<file path="config.mk">
export PLATFORM = sky130hd
export DESIGN_NAME = uart_ctrl
export DESIGN_NICKNAME = d
export VERILOG_FILES = /design/src/rtl/uart_ctrl.sv
export SDC_FILE = /design/constraint.sdc
export NUM_CORES = 1
export LEC_CHECK = 0
export CAP_MARGIN = 20
export CORE_MARGIN = 8
export CORE_UTILIZATION = 54
export CTS_CLUSTER_DIAMETER = 50
export DETAILED_ROUTE_END_ITERATION = 10
export PLACE_DENSITY = 0.75
export SYNTH_ARGS = -nofsm -noshare
export SYNTH_HDL_FRONTEND = slang
export SYNTH_SLANG_ARGS = --single-unit
</file>
<file path="constraint.sdc">
create_clock -name clk -period 2.8 [get_ports clk]
set_input_delay 0.42 -clock clk [delete_from_list [all_inputs] [get_ports clk]]
set_output_delay 0.42 -clock clk [all_outputs]
set_load 0.005 [all_outputs]
</file>
<file path="src/rtl/uart_ctrl.sv">
// uart_ctrl: FIFO-buffered 8N1 UART with a 16x oversampled receiver and sticky error flags.
// Define UART_PARITY_EN to add a parity bit (odd/even via parity_odd) to both directions.
module uart_ctrl #(
  parameter int TX_DEPTH = 8,
  parameter int RX_DEPTH = 16,
  parameter int DIV_W    = 16
) (
  input  logic                      clk,
  input  logic                      rst,
  input  logic [DIV_W-1:0]          baud_div,
  input  logic                      parity_odd,
  input  logic                      tx_wr_en,
  input  logic [7:0]                tx_wr_data,
  output logic                      tx_wr_ready,
  input  logic                      rx_rd_req,
  output logic [7:0]                rx_rd_data,
  output logic                      rx_rd_valid,
  output logic [$clog2(TX_DEPTH):0] tx_level,
  output logic [$clog2(RX_DEPTH):0] rx_level,
  output logic                      rx_ovf,
  output logic                      rx_frm_err,
  output logic                      rx_par_err,
  input  logic                      err_clr,
  input  logic                      rx,
  output logic                      tx
);

  localparam int TX_AW = $clog2(TX_DEPTH);
  localparam int RX_AW = $clog2(RX_DEPTH);
  localparam logic [TX_AW:0] TX_FULL = (TX_AW+1)'(TX_DEPTH);
  localparam logic [RX_AW:0] RX_FULL = (RX_AW+1)'(RX_DEPTH);

  typedef enum logic [2:0] {
    ST_IDLE   = 3'd0,
    ST_START  = 3'd1,
    ST_DATA   = 3'd2,
`ifdef UART_PARITY_EN
    ST_PARITY = 3'd3,
`endif
    ST_STOP   = 3'd4
  } uart_st_e;

`ifdef UART_PARITY_EN
  // Parity bit giving an even total count of ones, inverted for odd parity.
  function automatic logic par_bit(input logic [7:0] data, input logic odd_sel);
    return (^data) ^ odd_sel;
  endfunction
`endif

  logic [DIV_W-1:0] tick_cnt_r;
  logic             tick_s;

  assign tick_s = (tick_cnt_r == '0);

  // Oversample tick generator; reloads from the live divisor on each tick.
  always_ff @(posedge clk or posedge rst) begin
    if (rst) begin
      tick_cnt_r <= '0;
    end else if (tick_s) begin
      tick_cnt_r <= baud_div;
    end else begin
      tick_cnt_r <= tick_cnt_r - DIV_W'(1);
    end
  end

  logic [7:0]       tx_mem_r [TX_DEPTH];
  logic [TX_AW-1:0] tx_wr_ptr_r;
  logic [TX_AW-1:0] tx_rd_ptr_r;
  logic [TX_AW:0]   tx_cnt_r;
  logic             tx_push_s;
  logic             tx_pop_s;
  logic             tx_bit_end_s;
  uart_st_e         tx_st_r;
  logic             tx_r;
  logic [3:0]       tx_tick_r;
  logic [2:0]       tx_idx_r;
  logic [7:0]       tx_data_r;

  assign tx_wr_ready = (tx_cnt_r != TX_FULL);
  assign tx_push_s   = tx_wr_en & tx_wr_ready;
  assign tx_level    = tx_cnt_r;
  assign tx          = tx_r;

  // Transmitter pops only on a tick, so every bit lasts exactly 16 ticks.
  always_comb begin
    tx_bit_end_s = tick_s && (tx_tick_r == 4'd15);
    tx_pop_s     = 1'b0;
    if (tx_cnt_r != '0) begin
      if (tx_st_r == ST_IDLE) begin
        tx_pop_s = tick_s;
      end else if (tx_st_r == ST_STOP) begin
        tx_pop_s = tx_bit_end_s;
      end else begin
        tx_pop_s = 1'b0;
      end
    end else begin
      tx_pop_s = 1'b0;
    end
  end

  // TX FIFO storage.
  always_ff @(posedge clk) begin
    if (tx_push_s) tx_mem_r[tx_wr_ptr_r] <= tx_wr_data;
  end

  // TX FIFO pointers and occupancy.
  always_ff @(posedge clk or posedge rst) begin
    if (rst) begin
      tx_wr_ptr_r <= '0;
      tx_rd_ptr_r <= '0;
      tx_cnt_r    <= '0;
    end else begin
      if (tx_push_s) tx_wr_ptr_r <= tx_wr_ptr_r + TX_AW'(1);
      if (tx_pop_s)  tx_rd_ptr_r <= tx_rd_ptr_r + TX_AW'(1);
      case ({tx_push_s, tx_pop_s})
        2'b10:   tx_cnt_r <= tx_cnt_r + (TX_AW+1)'(1);
        2'b01:   tx_cnt_r <= tx_cnt_r - (TX_AW+1)'(1);
        default: tx_cnt_r <= tx_cnt_r;
      endcase
    end
  end

  // Transmit FSM with registered serial output.
  always_ff @(posedge clk or posedge rst) begin
    if (rst) begin
      tx_st_r   <= ST_IDLE;
      tx_r      <= 1'b1;
      tx_tick_r <= 4'd0;
      tx_idx_r  <= 3'd0;
      tx_data_r <= 8'd0;
    end else begin
      if ((tx_st_r != ST_IDLE) && tick_s) tx_tick_r <= tx_tick_r + 4'd1;
      case (tx_st_r)
        ST_IDLE: begin
          tx_r <= 1'b1;
          if (tx_pop_s) begin
            tx_st_r   <= ST_START;
            tx_r      <= 1'b0;
            tx_data_r <= tx_mem_r[tx_rd_ptr_r];
            tx_tick_r <= 4'd0;
          end
        end
        ST_START: begin
          if (tx_bit_end_s) begin
            tx_st_r  <= ST_DATA;
            tx_r     <= tx_data_r[0];
            tx_idx_r <= 3'd0;
          end
        end
        ST_DATA: begin
          if (tx_bit_end_s) begin
            if (tx_idx_r == 3'd7) begin
`ifdef UART_PARITY_EN
              tx_st_r <= ST_PARITY;
              tx_r    <= par_bit(tx_data_r, parity_odd);
`else
              tx_st_r <= ST_STOP;
              tx_r    <= 1'b1;
`endif
            end else begin
              tx_idx_r <= tx_idx_r + 3'd1;
              tx_r     <= tx_data_r[tx_idx_r + 3'd1];
            end
          end
        end
`ifdef UART_PARITY_EN
        ST_PARITY: begin
          if (tx_bit_end_s) begin
            tx_st_r <= ST_STOP;
            tx_r    <= 1'b1;
          end
        end
`endif
        ST_STOP: begin
          if (tx_bit_end_s) begin
            if (tx_pop_s) begin
              tx_st_r   <= ST_START;
              tx_r      <= 1'b0;
              tx_data_r <= tx_mem_r[tx_rd_ptr_r];
            end else begin
              tx_st_r <= ST_IDLE;
              tx_r    <= 1'b1;
            end
          end
        end
        default: begin
          tx_st_r <= ST_IDLE;
          tx_r    <= 1'b1;
        end
      endcase
    end
  end

  logic             rx_meta_r;
  logic             rx_sync_r;
  logic             rx_prev_r;
  uart_st_e         rx_st_r;
  logic [3:0]       rx_tick_r;
  logic [2:0]       rx_idx_r;
  logic [7:0]       rx_data_r;
  logic             rx_bit_end_s;
  logic             rx_store_s;
  logic             frm_set_s;
  logic             ovf_set_s;
  logic [7:0]       rx_mem_r [RX_DEPTH];
  logic [RX_AW-1:0] rx_wr_ptr_r;
  logic [RX_AW-1:0] rx_rd_ptr_r;
  logic [RX_AW:0]   rx_cnt_r;
  logic             rx_full_s;
  logic             rx_push_s;
  logic             rx_pop_s;
  logic [7:0]       rx_rd_data_r;
  logic             rx_rd_valid_r;
  logic             rx_ovf_r;
  logic             rx_frm_err_r;

  // Two-flop synchroniser plus a history flop for start-edge detection.
  always_ff @(posedge clk or posedge rst) begin
    if (rst) begin
      rx_meta_r <= 1'b1;
      rx_sync_r <= 1'b1;
      rx_prev_r <= 1'b1;
    end else begin
      rx_meta_r <= rx;
      rx_sync_r <= rx_meta_r;
      rx_prev_r <= rx_sync_r;
    end
  end

  // Mid-bit sample points and the resulting store / error events.
  always_comb begin
    rx_bit_end_s = tick_s && (rx_tick_r == 4'd15);
    rx_store_s   = (rx_st_r == ST_STOP) && rx_bit_end_s && rx_sync_r;
    frm_set_s    = (rx_st_r == ST_STOP) && rx_bit_end_s && !rx_sync_r;
    rx_full_s    = (rx_cnt_r == RX_FULL);
    rx_pop_s     = rx_rd_req && (rx_cnt_r != '0);
    rx_push_s    = rx_store_s && (!rx_full_s || rx_pop_s);
    ovf_set_s    = rx_store_s && rx_full_s && !rx_pop_s;
  end

  // Receive FSM: centre on the start bit, then sample every 16 ticks.
  always_ff @(posedge clk or posedge rst) begin
    if (rst) begin
      rx_st_r   <= ST_IDLE;
      rx_tick_r <= 4'd0;
      rx_idx_r  <= 3'd0;
      rx_data_r <= 8'd0;
    end else begin
      if ((rx_st_r != ST_IDLE) && tick_s) rx_tick_r <= rx_tick_r + 4'd1;
      case (rx_st_r)
        ST_IDLE: begin
          if (rx_prev_r && !rx_sync_r) begin
            rx_st_r   <= ST_START;
            rx_tick_r <= 4'd0;
          end
        end
        ST_START: begin
          if (tick_s && (rx_tick_r == 4'd7)) begin
            rx_tick_r <= 4'd0;
            rx_idx_r  <= 3'd0;
            rx_st_r   <= rx_sync_r ? ST_IDLE : ST_DATA;
          end
        end
        ST_DATA: begin
          if (rx_bit_end_s) begin
            rx_data_r[rx_idx_r] <= rx_sync_r;
            rx_idx_r            <= rx_idx_r + 3'd1;
            if (rx_idx_r == 3'd7) begin
`ifdef UART_PARITY_EN
              rx_st_r <= ST_PARITY;
`else
              rx_st_r <= ST_STOP;
`endif
            end
          end
        end
`ifdef UART_PARITY_EN
        ST_PARITY: begin
          if (rx_bit_end_s) rx_st_r <= ST_STOP;
        end
`endif
        ST_STOP: begin
          if (rx_bit_end_s) rx_st_r <= ST_IDLE;
        end
        default: rx_st_r <= ST_IDLE;
      endcase
    end
  end

  // RX FIFO storage.
  always_ff @(posedge clk) begin
    if (rx_push_s) rx_mem_r[rx_wr_ptr_r] <= rx_data_r;
  end

  // RX FIFO pointers, occupancy and registered read port.
  always_ff @(posedge clk or posedge rst) begin
    if (rst) begin
      rx_wr_ptr_r   <= '0;
      rx_rd_ptr_r   <= '0;
      rx_cnt_r      <= '0;
      rx_rd_data_r  <= 8'd0;
      rx_rd_valid_r <= 1'b0;
    end else begin
      rx_rd_valid_r <= rx_pop_s;
      if (rx_push_s) rx_wr_ptr_r <= rx_wr_ptr_r + RX_AW'(1);
      if (rx_pop_s) begin
        rx_rd_ptr_r  <= rx_rd_ptr_r + RX_AW'(1);
        rx_rd_data_r <= rx_mem_r[rx_rd_ptr_r];
      end
      case ({rx_push_s, rx_pop_s})
        2'b10:   rx_cnt_r <= rx_cnt_r + (RX_AW+1)'(1);
        2'b01:   rx_cnt_r <= rx_cnt_r - (RX_AW+1)'(1);
        default: rx_cnt_r <= rx_cnt_r;
      endcase
    end
  end

  // Sticky error flags; a new event outranks a same-cycle clear.
  always_ff @(posedge clk or posedge rst) begin
    if (rst) begin
      rx_ovf_r     <= 1'b0;
      rx_frm_err_r <= 1'b0;
    end else begin
      rx_ovf_r     <= ovf_set_s | (rx_ovf_r & ~err_clr);
      rx_frm_err_r <= frm_set_s | (rx_frm_err_r & ~err_clr);
    end
  end

`ifdef UART_PARITY_EN
  logic rx_par_err_r;
  logic par_set_s;

  assign par_set_s = (rx_st_r == ST_PARITY) && rx_bit_end_s &&
                     (rx_sync_r != par_bit(rx_data_r, parity_odd));

  // Sticky parity flag, same set-over-clear priority as the others.
  always_ff @(posedge clk or posedge rst) begin
    if (rst) begin
      rx_par_err_r <= 1'b0;
    end else begin
      rx_par_err_r <= par_set_s | (rx_par_err_r & ~err_clr);
    end
  end

  assign rx_par_err = rx_par_err_r;
`else
  logic unused_parity_s;

  assign unused_parity_s = parity_odd;
  assign rx_par_err      = 1'b0;
`endif

  assign rx_rd_data  = rx_rd_data_r;
  assign rx_rd_valid = rx_rd_valid_r;
  assign rx_level    = rx_cnt_r;
  assign rx_ovf      = rx_ovf_r;
  assign rx_frm_err  = rx_frm_err_r;

endmodule

</file>
# --- Word-level counts from Yosys, hierarchy flattened ---
# Memory sizes are Yosys's and may differ from the RTL's. A register that Yosys moved wholly into a read port is not among the register bits.
# Index checks and enable logic that the tools add are counted.
word_totals:
  regBits: 82
  n_memories: 2
  elab_cells: 163
  in_bits: 31
  ram_bits: 192
  output_inout_bits: 23
op_classes:
  muxes: 52
  add_sub_neg: 13
  n_lt_le_gt_ge: 3
  n_reduce_logical: 37
  n_bitwise: 6
  eq_ne: 28
mem_list:
  columns: ["name", "depth", "word_bits", "read_ports", "rd_ports_with_merged_regs", "write_ports", "line_no", "text"]
  rows:
  - ["rx_mem_r", 16, 8, 1, 1, 1, "205", "logic [7:0] rx_mem_r [RX_DEPTH];"]
  - ["tx_mem_r", 8, 8, 1, 0, 1, "66", "logic [7:0] tx_mem_r [TX_DEPTH];"]
ops:
  columns: ["operator", "count"]
  rows:
  - ["$mux 3", 15]
  - ["$mux 4", 6]
  - ["$pmux 3 s4", 2]
  - ["$ne 2x2->1 const B", 11]
  - ["$add 4x1->4 const B", 5]
  - ["$logic_not 16->1", 1]
  - ["$mux 16", 1]
  - ["$mux 8", 2]
  - ["$pmux 4 s2", 2]
  - ["$pmux 8 s2", 1]
  - ["$sub 16x1->16 const B", 1]
  - ["$mux 1", 15]
  - ["$logic_and 1x1->1", 14]
  - ["$add 3x1->3 const B", 4]
  - ["$eq 3x3->1 const B", 4]
  - ["$pmux 3 s2", 2]
  - ["$pmux 5 s2", 1]
  - ["$reduce_and 5->1", 2]
  - ["$reduce_bool 2->1", 5]
  - ["$bwmux 8", 1]
  - ["$eq 4x4->1 const B", 2]
  - ["$lt 3x4->1 const B", 2]
  - ["$eq 3x1->1 const B", 2]
  - ["$eq 3x2->1 const B", 2]
  - ["other kinds (25)", 36]

# --- Longest topological paths before layout ---
logic_depth:
  word_depth: 8
  mapped_depth: 13
  depth_no_buf: 12

# --- Worst setup path after synthesis ---
# OpenSTA, ideal clock, no wires.
synth_timing:
  path_kind: "register -> register"
  from: "register tick_cnt_r[0]"
  to: "register tx_cnt_r[2] (netlist: tx_level[2])"
  slack_ns: -0.189
  path_buffers: 1
  setup_ns: 0.128
  period_less_slack_ns: 2.989
  arrival_ns: 2.860
  stages_incl_launch_ff: 14
  required_ns: 2.672
  cell_sequence: "dfrtp_1 inv_1 ha_1 nor3b_1 nand4_1 clkbuf_1 nor4b_2 ha_1 xor2_1 ha_1 a21oi_1 xor2_1 nor2_1 xor2_1"
synth_between:
  elab_chain_len: 7
  elab_cells_between_ends: 9
  cone_classes: "eq/ne (2); mux (4); reduce/logical (3)"
synth_rtl:
  columns: ["item", "line_no", "text"]
  rows:
  - ["from (decl)", "50", "logic [DIV_W-1:0] tick_cnt_r;"]
  - ["from (signal assigned)", "60", "tick_cnt_r <= baud_div;"]
  - ["from (signal assigned)", "62", "tick_cnt_r <= tick_cnt_r - DIV_W'(1);"]
  - ["$logic_not 16->1 *", "53", "assign tick_s = (tick_cnt_r == '0);"]
  - ["$logic_and 1x1->1", "86", "tx_bit_end_s = tick_s && (tx_tick_r == 4'd15);"]
  - ["$mux 1", "91", "end else if (tx_st_r == ST_STOP) begin"]
  - ["$mux 1 *", "89", "if (tx_st_r == ST_IDLE) begin"]
  - ["$mux 1 *", "88", "if (tx_cnt_r != '0) begin"]
  - ["$eq 2x1->1 or $eq 2x2->1 (tied branches)", "115", "case ({tx_push_s, tx_pop_s})"]
  - ["$pmux 4 s2 or $reduce_bool 2->1 (tied branches)", null, null]
  - ["to (signal assigned)", "116", "2'b10: tx_cnt_r <= tx_cnt_r + (TX_AW+1)'(1);"]
  - ["to (signal assigned)", "117", "2'b01: tx_cnt_r <= tx_cnt_r - (TX_AW+1)'(1);"]
  - ["to (signal assigned)", "118", "default: tx_cnt_r <= tx_cnt_r;"]
  - ["to (decl)", "69", "logic [TX_AW:0] tx_cnt_r;"]
# Mark *: on every way between the ends. The rest lies on a longest branch, timed or not.
# A chain may end at the register's enable or synchronous reset.

# --- Final worst setup path ---
# Ends and elaborated chain as after synthesis.

==> run summary <==
PLACE
--------------------------------------------------------------------------------
# port buffers                                                                51
Total instance count after detailed placement                              1,118
Detailed placement HPWL                                                15,900 um
Final GP Congestion                                                        0.795

CRITICAL PATH
--------------------------------------------------------------------------------
Peak per-stage delay on the critical path                                0.41 ns
Reg-to-reg slack, setup                                                  0.06 ns
Critical Path, Cell by Cell                                         inv_1, ha_2, nor3b_4, nand4_1, nor4b_4, buf_4, ha_4, xor2_2, ha_2, a21oi_2, xor2_1, nor2_1, xor2_1
Origin of the worst setup path                                      tick_cnt_r[0]$_DFF_PP0_
R2R Path End                                                        tx_level[2]$_DFFE_PP0P_
Crit path kind                                                      flip-flop to flip-flop
Kind of end point of the critical path                                 flip-flop
Signal arrival time at the worst endpoint                                3.19 ns
Cell with the largest stage delay on the worst path                 sky130_fd_sc_hd__dfrtp_1
Required time of the worst setup path                                    3.25 ns
Largest delay contributor family on the critical path               simple AND/OR/NAND/NOR gates
FF-to-FF Start                                                      tick_cnt_r[0]$_DFF_PP0_
Startpoint class of the critical path                                  flip-flop
Combined buffer and inverter count along the critical path                     2
Top fanout value on the critical path                                          4
Logic depth of the worst register-to-register path                            13

GRT
--------------------------------------------------------------------------------
Global-route wire length before repair                                 38,700 um
Antenna violations before repair                                               0
Overall overflow remaining after global route                                  0
Vias in the first global route                                             7,381
Pin count of the biggest net entering global routing                          57
Total GRT Usage                                                            18.2%

FLOORPLAN
--------------------------------------------------------------------------------
Standard-cell rows                                                            54
DIE AREA                                                              0.0272 mm2
Placeable core region                                                 0.0218 mm2
Width of the chip                                                         165 um
Initial core utilization                                                   54.9%
I/O pin total                                                                 54
Vertical die dimension                                                    165 um

SYNTH
--------------------------------------------------------------------------------
Post-synthesis average cell area                                        15.5 um2
Cell with the most instances after synthesis                        sky130_fd_sc_hd__edfxtp_1
Sequential share of the synthesized area                                   67.0%
Top cell types by occurrence after synthesis                        sky130_fd_sc_hd__edfxtp_1 (192), sky130_fd_sc_hd__dfrtp_1 (86), sky130_fd_sc_hd__nor2_1 (63), sky130_fd_sc_hd__mux4_2 (50), sky130_fd_sc_hd__nand2_1 (46)
Synth Net Count                                                              823
Synthesized instance count                                                   773
Cell taking the most area after synthesis                           sky130_fd_sc_hd__edfxtp_1
Distinct cell type count of the synthesized netlist                           69
Share of synthesized flip-flops with an asynchronous set or reset          31.9%
Synthesized flop and latch total                                             282
Synth Warn #                                                                   0
Cells taking the most area after synthesis                          sky130_fd_sc_hd__edfxtp_1 (48%), sky130_fd_sc_hd__dfrtp_1 (18%), sky130_fd_sc_hd__mux4_2 (9.4%), sky130_fd_sc_hd__mux2i_1 (2.3%), sky130_fd_sc_hd__ha_1 (2.0%)
Area share of the largest cell type after synthesis                        48.1%
Mapped cell area                                                      0.0120 mm2
Most instantiated flip-flop cell in the synthesis netlist           sky130_fd_sc_hd__edfxtp_1
Post-synth EDFFs                                                             192

ROUTING
--------------------------------------------------------------------------------
Post-detailed-routing wire length                                      24,000 um
DRC violations left                                                            0
Post-route antenna net violation count                                         0
Iteration count of the initial detailed-routing pass                           5
Vias after detailed routing                                                6,972
Routed wire per std cell                                                 20.3 um
Avg Vias per Cell                                                           5.92
Initial detailed-routing violation count                                     500

FINAL LAYOUT
--------------------------------------------------------------------------------
Synthesis-to-layout area growth                                            18.9%
Storage cell area                                                    0.00802 mm2
Total number of nets in the final design                                     926
Share of layout cells above drive strength 1                               23.2%
FILL cells                                                                 1,474
Area of the multi-input gates                                        0.00385 mm2
Final non-filler cell total                                                1,178
Total inserted antenna cells                                                   0
Core utilization of the finished layout                                    65.2%

CLOCKING
--------------------------------------------------------------------------------
Worst-skew pair later-pin latency                                        0.54 ns
Clock transition at path regs                                            0.06 ns
H-tree Lvls                                                                    1
Sinks on the clock net                                                       282
Number of buffers added by the clock tree synthesis step                      29
Max Buffers Root-to-Sink                                                       3
Clock Root Buffer                                                   sky130_fd_sc_hd__clkbuf_16
Number of hold buffers added after CTS                                         0
TritonCTS clock tree                                                        done

TIMING
--------------------------------------------------------------------------------
Total setup violations reported at the end of the flow                         0
Maximum frequency from static timing analysis                            365 MHz
Setup repair after global routing missed its margin                          yes
Worst slew margin relative to its limit                                    37.6%
Final hold vios                                                                0
Final worst clock skew                                                 0.0173 ns
Period Utilization, post-route                                             97.8%
Post-route worst hold slack                                             0.249 ns
Final Slew Violations                                                          0
Tightest Pin Transition                                                 0.936 ns
Total negative slack                                                        0 ns
Min Clock Period, post-route                                             2.74 ns

POWER AND IR DROP
--------------------------------------------------------------------------------
Net switching power                                                      2820 uW
Power density over cell area                                          762 mW/mm2
Clock group share of total power                                           35.8%
Proportion of total power due to net switching                             26.0%
Gate power share                                                           17.1%
Peak supply drop                                                      0.000511 V
Overall power of the completed layout                                  10,900 uW
Leakage                                                               0.00555 uW
Share of total power in sequential cells                                   47.2%
Total internal power                                                     8030 uW

HOLD PATH
--------------------------------------------------------------------------------
Class of the worst hold path                                        input pin to async pin

RUN STATUS
--------------------------------------------------------------------------------
Status                                                              complete, no violations

RUN
--------------------------------------------------------------------------------
Count of maximum capacitance violations                                        0

metrics by stage:
stage / setup slack, ns / cell area (um2)
floorplan: -0.00474 / 12000
global placement: 0.105 / 13100
detailed placement: 0.0125 / 13100
CTS: 0.0314 / 14100
global route: -0.151 / 14200
finish: 0.0609 / 14200
registers in the layout, summed over array words and instances, names as in the netlist, 4 cells and up:
signal / cells
rx_rd_data: 8
rx_tick_r: 4
rx_wr_ptr_r: 4
tx_data_r: 8
rx_level: 5
rx_mem_r: 128
rx_data_r: 8
rx_rd_ptr_r: 4
tx_mem_r: 64
tx_tick_r: 4
tx_level: 4
tick_cnt_r: 16
what timing repair did:
action / CTS / global route
hold endpoints to repair: 0 / 0
buffers inserted: 0 / 7
pin swaps: 0 / 7
resized for setup: 1 / 13
cloned: 0 / 0
setup endpoints to repair: 1 / 36
placed cells by master, fill, tap and decap left out, types with 4 or more instances in the layout:
| cell type | instances |
|---|---|
| sky130_fd_sc_hd__edfxtp_1 | 192 |
| sky130_fd_sc_hd__dfrtp_1 | 85 |
| sky130_fd_sc_hd__nor2_1 | 62 |
| sky130_fd_sc_hd__buf_4 | 56 |
| sky130_fd_sc_hd__clkdlybuf4s50_1 | 51 |
| sky130_fd_sc_hd__mux4_2 | 50 |
| sky130_fd_sc_hd__nand2_1 | 46 |
| sky130_fd_sc_hd__clkbuf_16 | 29 |
| sky130_fd_sc_hd__nor3_1 | 27 |
| sky130_fd_sc_hd__mux2i_1 | 27 |
| sky130_fd_sc_hd__o21ai_0 | 22 |
| sky130_fd_sc_hd__xnor2_1 | 21 |
| sky130_fd_sc_hd__mux2_2 | 15 |
| sky130_fd_sc_hd__ha_1 | 15 |
| sky130_fd_sc_hd__inv_1 | 12 |
| sky130_fd_sc_hd__a21oi_1 | 12 |
| sky130_fd_sc_hd__nor4_1 | 11 |
| sky130_fd_sc_hd__a211o_1 | 9 |
| sky130_fd_sc_hd__a31oi_1 | 9 |
| sky130_fd_sc_hd__nand2b_1 | 7 |
| sky130_fd_sc_hd__or3_1 | 7 |
| sky130_fd_sc_hd__clkinv_2 | 7 |
| sky130_fd_sc_hd__a22o_1 | 6 |
| sky130_fd_sc_hd__nand3_1 | 6 |
| sky130_fd_sc_hd__xor2_1 | 6 |
| sky130_fd_sc_hd__nand4_1 | 5 |
| sky130_fd_sc_hd__clkbuf_8 | 5 |
| sky130_fd_sc_hd__and3_1 | 4 |
| sky130_fd_sc_hd__o31ai_1 | 4 |
| sky130_fd_sc_hd__nor2b_1 | 4 |
| sky130_fd_sc_hd__dfstp_2 | 4 |
worst max path at each step:
stage                               end  slack [ns]  cells after the start
2_1_floorplan   tx_level[2]$_DFFE_PP0P_      -0.005                     13
3_3_place_gp    tx_level[2]$_DFFE_PP0P_        0.10                     11
3_5_place_dp    tx_level[2]$_DFFE_PP0P_        0.01                     11
4_1_cts        rx_mem_r[3][7]$_DFFE_PP_        0.03                      8
5_1_grt         tx_level[2]$_DFFE_PP0P_       -0.15                     13
6_report        tx_level[2]$_DFFE_PP0P_        0.06                     13
cells by family after synthesis:
kind of cell | share of synthesized area (%)
compound gates | 5.10
xor+xnor | 2.05
fa+ha+maj | 1.98
buf+inv | 1.67
flops | 67.0
mux | 13.2
other cells | 0.0313
simple gates | 9.04
power by group through the flow:
stage	Combinational (uW)	Clock, uW	Sequential [uW]
2_1_floorplan	1200	0	5070
3_3_place_gp	1740	0	5140
6_report	1850	3880	5120
5_1_grt	2020	4140	5150
4_1_cts	1840	3960	5110
3_5_place_dp	1830	0	5180
metal layers:
metal	share of wire, %	track usage [%]	routed length (um)
met4	2.6	6.27	612
met2	52	31.5	12400
met5	0	0	0
met3	4.9	3.29	1180
met1	41	22.7	9760
cell type report:
class / count / share of cell area, %
sequential: 282 / 56.4
multi-input combinational: 441 / 27.0
timing repair buffer: 109 / 6.82
clock buffer: 35 / 5.61
tap: 280 / 2.46
clock inverter: 18 / 1.37
inverter: 13 / 0.360
Note: power is estimated with default switching activity, not from simulation.
